## config.mk

```make
export PLATFORM = sky130hd
export DESIGN_NAME = clap_detector
export DESIGN_NICKNAME = d
export VERILOG_FILES = /design/src/rtl/clap_detector.sv
export SDC_FILE = /design/constraint.sdc
export NUM_CORES = 1
export LEC_CHECK = 0
export ABC_CLOCK_PERIOD_IN_PS = 11150
export CAP_MARGIN = 10
export CORE_MARGIN = 1
export CORE_UTILIZATION = 55
export DETAILED_ROUTE_END_ITERATION = 10
export PLACE_DENSITY_LB_ADDON = 0.15
export SLEW_MARGIN = 5
export SYNTH_ARGS = -nofsm -noshare
export SYNTH_HDL_FRONTEND = slang
export SYNTH_SLANG_ARGS = --single-unit
```

## constraint.sdc

```tcl
create_clock -name clk -period 11.15 [get_ports clk]
set_clock_uncertainty 0.05 [all_clocks]
set_input_delay 2.23 -clock clk [delete_from_list [all_inputs] [get_ports clk]]
set_output_delay 2.23 -clock clk [all_outputs]
set_load 0.01 [all_outputs]
```

## src/rtl/clap_detector.sv

```systemverilog
// Clap detector: pops stereo samples from the ADC FIFO, tracks the peak magnitude per window,
// pulses when a window peak strictly exceeds THRESHOLD, then ignores HOLDOFF windows.
module clap_detector #(
    parameter int          WINDOW    = 256,
    parameter logic [31:0] THRESHOLD = 32'd50000000,
    parameter int          HOLDOFF   = 48
) (
    input  logic        clk,
    input  logic        reset,
    input  logic        enable,
    input  logic        audio_in_available,
    input  logic [31:0] left_channel_audio_in,
    input  logic [31:0] right_channel_audio_in,
    output logic        read_audio_in,
    output logic        clap_pulse,
    output logic [7:0]  peak_level,
    output logic        holdoff_active
);
    typedef enum logic [1:0] {ST_IDLE, ST_LISTEN, ST_HOLDOFF} state_t;

    state_t      state_reg, state_next;
    logic        read_reg, read_next;
    logic        clap_reg, clap_next;
    logic [15:0] count_reg, count_next;
    logic [30:0] peak_reg, peak_next;
    logic [7:0]  hold_reg, hold_next;
    logic [7:0]  level_reg, level_next;

    logic [31:0] chan [2];
    logic [30:0] chan_mag [2];
    logic [30:0] sample_mag;
    logic [30:0] peak_final;
    logic        capture;
    logic        window_close;

    assign chan[0] = left_channel_audio_in;
    assign chan[1] = right_channel_audio_in;

    // |x| per channel; the most negative value saturates instead of wrapping to itself
    genvar gi;
    generate
        for (gi = 0; gi < 2; gi++) begin : g_mag
            logic [31:0] neg;
            assign neg = 32'd0 - chan[gi];
            assign chan_mag[gi] = (chan[gi] == 32'h8000_0000) ? 31'h7FFF_FFFF :
                                  chan[gi][31]                ? neg[30:0]     :
                                                                chan[gi][30:0];
        end
    endgenerate

    assign sample_mag   = (chan_mag[0] > chan_mag[1]) ? chan_mag[0] : chan_mag[1];
    assign peak_final   = (sample_mag > peak_reg) ? sample_mag : peak_reg;
    assign capture      = read_reg;
    assign window_close = capture && (count_reg == 16'(WINDOW - 1));

    always_comb begin
        state_next = state_reg;
        read_next  = audio_in_available && !read_reg;
        clap_next  = 1'b0;
        count_next = count_reg;
        peak_next  = peak_reg;
        hold_next  = hold_reg;
        level_next = level_reg;
        if (!enable) begin
            state_next = ST_IDLE;
            count_next = '0;
            peak_next  = '0;
            hold_next  = '0;
        end else begin
            case (state_reg)
                ST_IDLE: begin
                    state_next = ST_LISTEN;
                    count_next = '0;
                    peak_next  = '0;
                end
                ST_LISTEN, ST_HOLDOFF: begin
                    if (window_close) begin
                        count_next = '0;
                        peak_next  = '0;
                        level_next = peak_final[30:23];
                        if (state_reg == ST_LISTEN) begin
                            if ({1'b0, peak_final} > THRESHOLD) begin
                                clap_next  = 1'b1;
                                hold_next  = 8'(HOLDOFF);
                                state_next = ST_HOLDOFF;
                            end
                        end else begin
                            hold_next = hold_reg - 8'd1;
                            if (hold_reg == 8'd1)
                                state_next = ST_LISTEN;
                        end
                    end else if (capture) begin
                        count_next = count_reg + 16'd1;
                        peak_next  = peak_final;
                    end
                end
                default: state_next = ST_IDLE;
            endcase
        end
    end

    always_ff @(posedge clk) begin
        if (reset) begin
            state_reg <= ST_IDLE;
            read_reg  <= 1'b0;
            clap_reg  <= 1'b0;
            count_reg <= '0;
            peak_reg  <= '0;
            hold_reg  <= '0;
            level_reg <= '0;
        end else begin
            state_reg <= state_next;
            read_reg  <= read_next;
            clap_reg  <= clap_next;
            count_reg <= count_next;
            peak_reg  <= peak_next;
            hold_reg  <= hold_next;
            level_reg <= level_next;
        end
    end

    // The strobe is masked while reset is high so the FIFO is never popped in a reset cycle
    assign read_audio_in  = read_reg & ~reset;
    assign clap_pulse     = clap_reg;
    assign peak_level     = level_reg;
    assign holdoff_active = (state_reg == ST_HOLDOFF);

endmodule
```

**Yosys cells after proc, flatten, opt, wreduce, memory -nomap -nowiden**

Cells that the tools add are included.

- Flip-flop bits (word level): 67
- Input bits: 68
- Output and inout port bits: 11
- Word-level logic and storage cells: 63

- Add/subtract/negate cells: 4
- $lt $le $gt $ge: 3
- Equality and inequality tests: 11
- Multiplexer cells: 20
- Bitwise logic cells: 6
- Reductions and logical operators: 12

Operators with widths:

| operator | count |
|---|---|
| 2-to-1 mux 31 bit | 8 |
| == test 32 bit (second input constant) | 2 |
| greater-than comparator 31 bit | 2 |
| case mux 31 bit (2 select lines) | 1 |
| subtractor 1 x 31 -> 31 bit (first input constant) | 2 |
| 2-to-1 mux 16 bit | 2 |
| case mux 16 bit (2 select lines) | 1 |
| greater-than comparator 31 x 26 -> 1 bit (second input constant) | 1 |
| adder 16 x 1 -> 16 bit (second input constant) | 1 |
| == test 16 x 8 -> 1 bit (second input constant) | 1 |
| 2-to-1 mux 8 bit | 2 |
| != test 3 bit (second input constant) | 3 |
| AND reduction 3 bit | 3 |
| == test 8 x 1 -> 1 bit (second input constant) | 1 |
| 2-to-1 mux 2 bit | 4 |
| subtractor 8 x 1 -> 8 bit (second input constant) | 1 |
| NOT 1 bit | 5 |
| OR reduction 5 bit | 1 |
| case mux 2 bit (2 select lines) | 1 |
| OR reduction 2 bit | 2 |
| == test 2 x 1 -> 1 bit (second input constant) | 1 |
| == test 2 bit (second input constant) | 1 |
| logical AND 1 bit | 2 |
| zero test 2 bit | 1 |
| other kinds (7) | 7 |

**Longest topological paths before layout**

Gate-level depths: netlist of run 1.

- Word-level depth: 12
- Gate-level depth with buffers: 34
- Mapped depth without buffers: 28

**Worst setup path before layout of run 1**

OpenSTA, ideal clock, no wires.

- Kind: input to register
- From: input port left_channel_audio_in[1]
- To: register hold_reg[5]
- Setup time: 138 ps
- Arrival: 9,125 ps
- Required time: 10,962 ps
- Path slack: 1,837 ps
- Stages: 33
- Buffers on the path: 6
- Path through: inv_1 ha_1 or3b_2 clkbuf_1 or3_1 clkbuf_1 or3_2 o311ai_0 o21a_1 ha_1 nand4_1 nor4_1 nor2b_1 o41a_1 or2_2 clkbuf_1 clkbuf_1 clkbuf_1 nand2_1 o21ai_0 ha_1 nand4_1 nor3_1 a222oi_1 nand4_1 and2_1 clkbuf_1 or3_2 inv_1 o2111ai_1 a311oi_2 nand2b_1 a221oi_1

- Longest elaborated chain between the ends: 10
- Elaborated cells between the ends (all ways): 11
- Those cells by class: add/sub (1); order compare (3); eq/ne (2); mux (4); reduce/logical (1)

RTL lines:

| item | line | source |
|---|---|---|
| start: declaration | 12 | `input logic [31:0] left_channel_audio_in,` |
| subtractor 1 x 31 -> 31 bit | 44 | `assign neg = 32'd0 - chan[gi];` |
| 2-to-1 mux 31 bit | 46 | `chan[gi][31] ? neg[30:0] :` |
| 2-to-1 mux 31 bit * | 45 | `assign chan_mag[gi] = (chan[gi] == 32'h8000_0000) ? 31'h7FFF_FFFF :` |
| greater-than comparator 31 bit | 51 | `assign sample_mag = (chan_mag[0] > chan_mag[1]) ? chan_mag[0] : chan_mag[1];` |
| 2-to-1 mux 31 bit * | 51 |  |
| greater-than comparator 31 bit | 52 | `assign peak_final = (sample_mag > peak_reg) ? sample_mag : peak_reg;` |
| 2-to-1 mux 31 bit * | 52 |  |
| greater-than comparator 31 x 26 -> 1 bit * | 82 | `if ({1'b0, peak_final} > THRESHOLD) begin` |
| != test 2 x 1 -> 1 bit (no source line) * | -- |  |
| AND reduction 3 bit (no source line) * | -- |  |
| end signal: assignment | 117 | `hold_reg <= hold_next;` |
| end: declaration | 26 | `logic [7:0] hold_reg, hold_next;` |

Every way passes the cells marked *; elsewhere a longest branch is shown, timed or not.
A chain may end at the register's enable or synchronous reset.

**Worst setup path in the final report of run 1**

- From: input port left_channel_audio_in[12]
- To: register hold_reg[5]

The elaborated chain is that of the path after synthesis.

==> metrics.md, run 1 <==
| Metric | Value |
|---|---|
| Post-CTS Resized | `0` |
| Clock buffer depth | `2` |
| Net switching share of the total power | `38.4%` |
| H-tree levels | `3` |
| Vias in the first global route | `6923` |
| Final TNS setup | `0 ns` |
| Hold wc startpoint | `peak_level[6]` |
| Reported max-cap violation count | `0` |
| Measured slew at the worst slew-check pin | `1.22 ns` |
| Number of standard cells after synthesis | `between 900 and 1000` |
| Startpoint Class | `input pin` |
| Number of core rows | `41` |
| Non-filler instance count after layout | `between 1000 and 1500` |
| Via count | `7792` |
| Die ar. | `13500 sq um` |
| Fmax | `0.0964 GHz` |
| LEAKAGE | `2.99 nW` |
| CP Max Fanout | `25` |
| Netlist Area Pre-Place | `about 7200 sq um` |
| Clock network fraction of design power | `a little under a third` |
| Status | `complete, no violations` |
| Longest individual stage delay on the worst path | `0.69 ns` |
| Relative contribution of sequential cells to total power | `a little over a quarter` |
| Critical Path AT | `around 11 ns` |
| Post-layout total power | `0.894 mW` |
| Setup fix buffers added after clock tree synthesis | `0` |
| Max-slew violation total from the final report | `0` |
| Clock root buffer master | `sky130_fd_sc_hd__clkbuf_16` |
| Number of placed instances, taps included | `between 1000 and 1500` |
| Overall routed net length | `about 21000 um` |
| Unrepaired setup endpoints after global routing | `false` |
| Worst-case register-to-register setup slack | `7.32 ns` |
| Smallest setup slack after layout | `0.782 ns` |
| Top cell family by delay on the critical path | `simple AND/OR/NAND/NOR gates` |
| Die extent in y | `approximately 120 um` |
| Synthesized Nets | `1140` |
| Clock latency reported for the late side of the worst-skew pair | `0.34 ns` |
| Relative slew slack | `17.8%` |
| Cell type contributing the most total cell area after synthesis | `sky130_fd_sc_hd__dfxtp_1` |
| DR pass1 iterations | `5` |
| Comb pwr share | `between 40% and 50%` |
| Routed WL per cell | `17.1 um` |
| Fill cell count | `approximately 1200` |
| Global router's overall resource usage | `31.8%` |
| Power density over cell area | `around 110 nW/um^2` |
| Critical Path Sink Type | `register` |
| Critical Setup Path Class | `input pin to register` |
| Total CTS buffers | `9` |
| Syn Area/Cell | `about 7.2 sq um` |
| Number of synthesis warnings | `0` |
| Vias/cell | `about 6.3` |
| Main synth FF type | `sky130_fd_sc_hd__dfxtp_1` |
| Distinct cell type count after synthesis | `76` |
| Dominant cell by count in the synthesized netlist | `sky130_fd_sc_hd__nor2_1` |
| Bufs and invs on worst path | `3` |
| Start of the worst register-to-register path | `peak_reg[24]` |
| CTS clock-pin slew for the worst setup and hold paths | `0.05 ns` |
| Count of buffers inserted at the top-level ports | `78` |
| TritonCTS clock tree | `built` |
| Total half-perimeter wirelength after legalization and detailed placement | `16500 um` |
| Switching power summed over all nets | `between 0.3 and 0.4 mW` |
| Portion of the clock cycle consumed by the worst path in the final layout | `93.0%` |
| Global-route wire length before repair | `33700 um` |
| Antenna Nets Post-Route | `0` |
| WP data required | `11.29 ns` |
| Setup violations, final | `0` |
| Ports | `just under 80` |
| Share of flip-flops with an asynchronous set or reset after synthesis | `0%` |
| DRC Markers | `0` |
| Setup crit start | `left_channel_audio_in[12]` |
| Worst vdd rail ir drop | `76.0 uV` |
| Initial cell density of the core | `56.6%` |
| Minimum period implied by the final worst setup slack | `10.37 ns` |
| Pint | `0.550 mW` |
| Net count, final | `1198` |
| Top cells by area, synth | `sky130_fd_sc_hd__dfxtp_1, sky130_fd_sc_hd__ha_1, sky130_fd_sc_hd__nor2_1, sky130_fd_sc_hd__a21oi_1, sky130_fd_sc_hd__nand2_1` |
| Diode count | `0` |
| Initial antenna violation count | `1` |
| Area of the core | `12700 sq um` |
| Tightest Hold Check Type | `register to register` |
| Initial DRC Count | `827` |
| Commonest cells post-synth | `sky130_fd_sc_hd__nor2_1, sky130_fd_sc_hd__a21oi_1, sky130_fd_sc_hd__nand2_1, sky130_fd_sc_hd__ha_1, sky130_fd_sc_hd__dfxtp_1` |
| Max stage delay cell, worst path | `sky130_fd_sc_hd__or4_1` |
| Post-CTS Hold Fix Bufs | `0` |
| RePlAce Congestion | `0.966` |
| Post-placement setup slack | `between 0.6 and 0.7 ns` |
| Final hold slack | `between 0.4 and 0.5 ns` |
| Post-synth EDFFs | `0` |
| Proportion of layout cells with a drive suffix above 1 | `slightly below 7%` |
| Max FFs per register | `31` |
| Maximum number of pins on one net before global-route repair | `42` |
| Clock Sink Count | `between 60 and 70` |
| Post-synthesis sequential area ratio | `18.7%` |
| Fraction of synthesized cell area taken by the top area cell type | `18.7%` |
| Endpoints failing hold | `0` |
| GRT Residual Overflow | `0` |
| Signed area change from the synthesized netlist to the final layout | `16.5%` |
| Horizontal die dimension | `116 um` |
| #FFs+latches synth | `67` |
[stage by stage]
stage | cell area, sq um | utilization (%)
floorplan | 7170 | -
global placement | 8070 | 63.7
detailed placement | 8070 | 63.7
CTS | 8350 | 65.9
global route | 8350 | 65.9
finish | 8350 | 65.9
[path summary, 6_finish.rpt]
| path | end | cells after the start |
|---|---|---|
| worst min register to register | peak_level[6] | 2 |
| worst min-delay path | peak_level[6] | 2 |
| worst max-delay path | hold_reg[5] | 26 |
| worst max register to register | hold_reg[5] | 13 |
[cells in the final DEF (no fill, tap or decap), types with 18 or more instances in the layout]
master,instances
sky130_fd_sc_hd__a31oi_1,21
sky130_fd_sc_hd__o31ai_1,19
sky130_fd_sc_hd__nand4_1,29
sky130_fd_sc_hd__clkdlybuf4s50_1,78
sky130_fd_sc_hd__nor4_1,18
sky130_fd_sc_hd__ha_1,73
sky130_fd_sc_hd__inv_1,55
sky130_fd_sc_hd__a22oi_1,31
sky130_fd_sc_hd__nand3_1,32
sky130_fd_sc_hd__a21oi_1,83
sky130_fd_sc_hd__dfxtp_1,67
sky130_fd_sc_hd__xor2_1,27
sky130_fd_sc_hd__buf_4,19
sky130_fd_sc_hd__nor2_1,131
sky130_fd_sc_hd__o21ai_0,45
sky130_fd_sc_hd__nor3_1,26
sky130_fd_sc_hd__nand2_1,75
[cells by family after synthesis]
kind of cell	synth area share, %
compound gates	26.6
xor+xnor	4.89
fa+ha+maj	12.7
buf+inv	6.32
flops	18.7
mux	2.30
simple gates	28.5
[routing by layer]
layer	global-route usage (%)	up-vias	share of wire, %
met5	0.741	-	0.057
li1	-	3841	-
met3	5.71	48	7.3
met4	10.6	2	2.5
met1	43.5	3609	46
met2	50.4	292	45
[tightest hold or removal path, delay by kind of cell, from the launching register on]
kind	cells	cell delay [ns]
AOI/OAI and AO/OA	1	0.05
DFF	1	0.31
and+or+nand+nor	1	0.05
[layout make-up]
type	count	area (sq um)	share of cell area, %
well taps	172	215	2.58
repair buffers	97	923	11.1
inverters	56	210	2.52
clock inverters	5	55.1	0.659
flip-flops and latches	67	1340	16.1
clock buffers	10	229	2.74
multi-input cells	826	5380	64.4
[power groups by stage]
stage	Clock [mW]	Combinational [mW]	Sequential (mW)
2_1_floorplan	0	0.253	0.249
3_3_place_gp	0	0.360	0.250
3_5_place_dp	0	0.362	0.250
4_1_cts	0.280	0.365	0.245
5_1_grt	0.290	0.411	0.245
6_report	0.277	0.372	0.245
No activity file was read; power rests on OpenSTA's default activity.
==> run 2, diff against run 1 <==
Settings changed: CTS_CLUSTER_SIZE set to 12, GPL_ROUTABILITY_DRIVEN set to 0.
==> metrics.md, run 2 (same netlist as run 1, synthesis figures left out) <==
| Metric | Value |
|---|---|
| Initial cell density of the core | `56.6%` |
| GRT Residual Overflow | `0` |
| Overall routed net length | `20700 um` |
| Startpoint Class | `input pin` |
| Net switching share of the total power | `39.2%` |
| Critical Setup Path Class | `input pin to register` |
| LEAKAGE | `approximately 3.0 nW` |
| Number of core rows | `41` |
| Area of the core | `about 13000 sq um` |
| Most common library cell in the layout ignoring fill and taps | `sky130_fd_sc_hd__nor2_1` |
| Via count | `7777` |
| Horizontal die dimension | `116 um` |
| CP most frequent cell | `sky130_fd_sc_hd__ha_1` |
| Vias in the first global route | `6892` |
| Ports | `79` |
| Signed area change from the synthesized netlist to the final layout | `16.3%` |
| Proportion of layout cells with a drive suffix above 1 | `6.96%` |
| CTS clock-pin slew for the worst setup and hold paths | `0.05 ns` |
| Count of buffers inserted at the top-level ports | `78` |
| DRC Markers | `0` |
| Worst vdd rail ir drop | `97.5 uV` |
| Total half-perimeter wirelength after legalization and detailed placement | `16300 um` |
| Fmax | `just under 0.1 GHz` |
| Reg area | `1340 sq um` |
| Post-CTS Resized | `0` |
| Measured slew at the worst slew-check pin | `0.759 ns` |
| Routed WL per cell | `about 17 um` |
| Switching power summed over all nets | `0.341 mW` |
| WP data required | `11.35 ns` |
| Clock network fraction of design power | `between 20% and 30%` |
| Fill cell count | `between 1000 and 1500` |
| Met1 Wirelength | `9160 um` |
| Endpoints failing hold | `0` |
| Global router's overall resource usage | `a little under a third` |
| Die extent in y | `116 um` |
| Footprint of the multi-input gates | `5380 sq um` |
| Longest individual stage delay on the worst path | `0.63 ns` |
| Comb pwr share | `42.6%` |
| DR WL met3 | `1710 um` |
| Unrepaired setup endpoints after global routing | `false` |
| CP Max Fanout | `26` |
| Vias/cell | `6.30` |
| Initial DRC Count | `870` |
| H-tree levels | `3` |
| Final hold slack | `between 0.4 and 0.5 ns` |
| Critical Path AT | `10.46 ns` |
| Setup violations, final | `0` |
| Portion of the clock cycle consumed by the worst path in the final layout | `between 90% and 100%` |
| Status | `complete, no violations` |
| Max-slew violation total from the final report | `0` |
| Clock Sink Count | `67` |
| Total CTS buffers | `9` |
| Critical Path Sink Type | `register` |
| Minimum period implied by the final worst setup slack | `about 10 ns` |
| Setup fix buffers added after clock tree synthesis | `0` |
| Post-CTS Hold Fix Bufs | `0` |
| Relative contribution of sequential cells to total power | `28.1%` |
| Die ar. | `approximately 13000 sq um` |
| Final TNS setup | `0 ns` |
| Non-filler instance count after layout | `1235` |
| Number of placed instances, taps included | `roughly 1200` |
| DR pass1 iterations | `5` |
| Antenna Nets Post-Route | `0` |
| Clock buffer depth | `2` |
| Max Used Layer | `met4` |
| Clock root buffer master | `sky130_fd_sc_hd__clkbuf_16` |
| Reported max-cap violation count | `0` |
| TritonCTS clock tree | `built` |
| Power density over cell area | `~100 nW/um^2` |
| Tightest Hold Check Type | `register to register` |
| Net count, final | `1199` |
| Max stage delay cell, worst path | `sky130_fd_sc_hd__nor4_1` |
| Clock latency reported for the late side of the worst-skew pair | `between 0.3 and 0.4 ns` |
| Met2 WL post-DR | `about 9400 um` |
| Global-route wire length before repair | `33600 um` |
| Maximum number of pins on one net before global-route repair | `42` |
| Commonest non-fill, non-tap cells in the layout | `sky130_fd_sc_hd__nor2_1, sky130_fd_sc_hd__a21oi_1, sky130_fd_sc_hd__clkdlybuf4s50_1` |
| Initial antenna violation count | `0` |
| Max FFs per register | `31` |
| Pint | `about 0.53 mW` |
| Relative slew slack | `49.1%` |
| Post-layout utilization of the core | `65.8%` |
| Diode count | `0` |
run 2: metal layers:
metal | track usage (%) | up-vias
met5 | 0 | -
met4 | 9.74 | 0
met3 | 5.97 | 35
li1 | - | 3845
met2 | 50.2 | 285
met1 | 43.2 | 3612
run 2: path summary, 6_finish.rpt:
path,from,end,slack (ns),depth (start not counted)
max,left_channel_audio_in[0],hold_reg[2],0.89,29
min,peak_level[5],peak_level[5],0.41,2
max reg2reg,peak_reg[24],hold_reg[2],7.29,13
min reg2reg,peak_level[5],peak_level[5],0.41,2
run 2: power by group through the flow:
stage,Sequential (mW),Clock (mW),Combinational [mW]
final,0.245,0.254,0.370
after global routing,0.245,0.269,0.412
after CTS,0.245,0.258,0.364
after detailed placement,0.250,0,0.361
after global placement,0.250,0,0.358
after floorplan,0.249,0,0.253
run 2: final cells by class:
| class | instances | area share (%) |
|---|---|---|
| clock buffers | 11 | 2.79 |
| clock inverters | 5 | 0.360 |
| inverters | 56 | 2.52 |
| multi-input cells | 826 | 64.5 |
| flip-flops and latches | 67 | 16.1 |
| well taps | 172 | 2.58 |
| repair buffers | 98 | 11.1 |
run 2: critical path, delay by kind of cell:
kind / cells / cell delay (ns)
compound gates: 10 / 2.31
xor+xnor: 1 / 0.18
fa+ha+maj: 3 / 0.78
buf+inv: 4 / 1.03
simple gates: 11 / 3.92
run 2: stage by stage:
stage | instance area, sq um | setup WS [ns] | total power, mW
3_3_place_gp | 8070 | 0.832 | 0.608
3_5_place_dp | 8070 | 0.687 | 0.611
6_report | 8330 | 0.891 | 0.869
5_1_grt | 8330 | 0.350 | 0.925
2_1_floorplan | 7170 | 1.84 | 0.502
4_1_cts | 8330 | 0.999 | 0.867
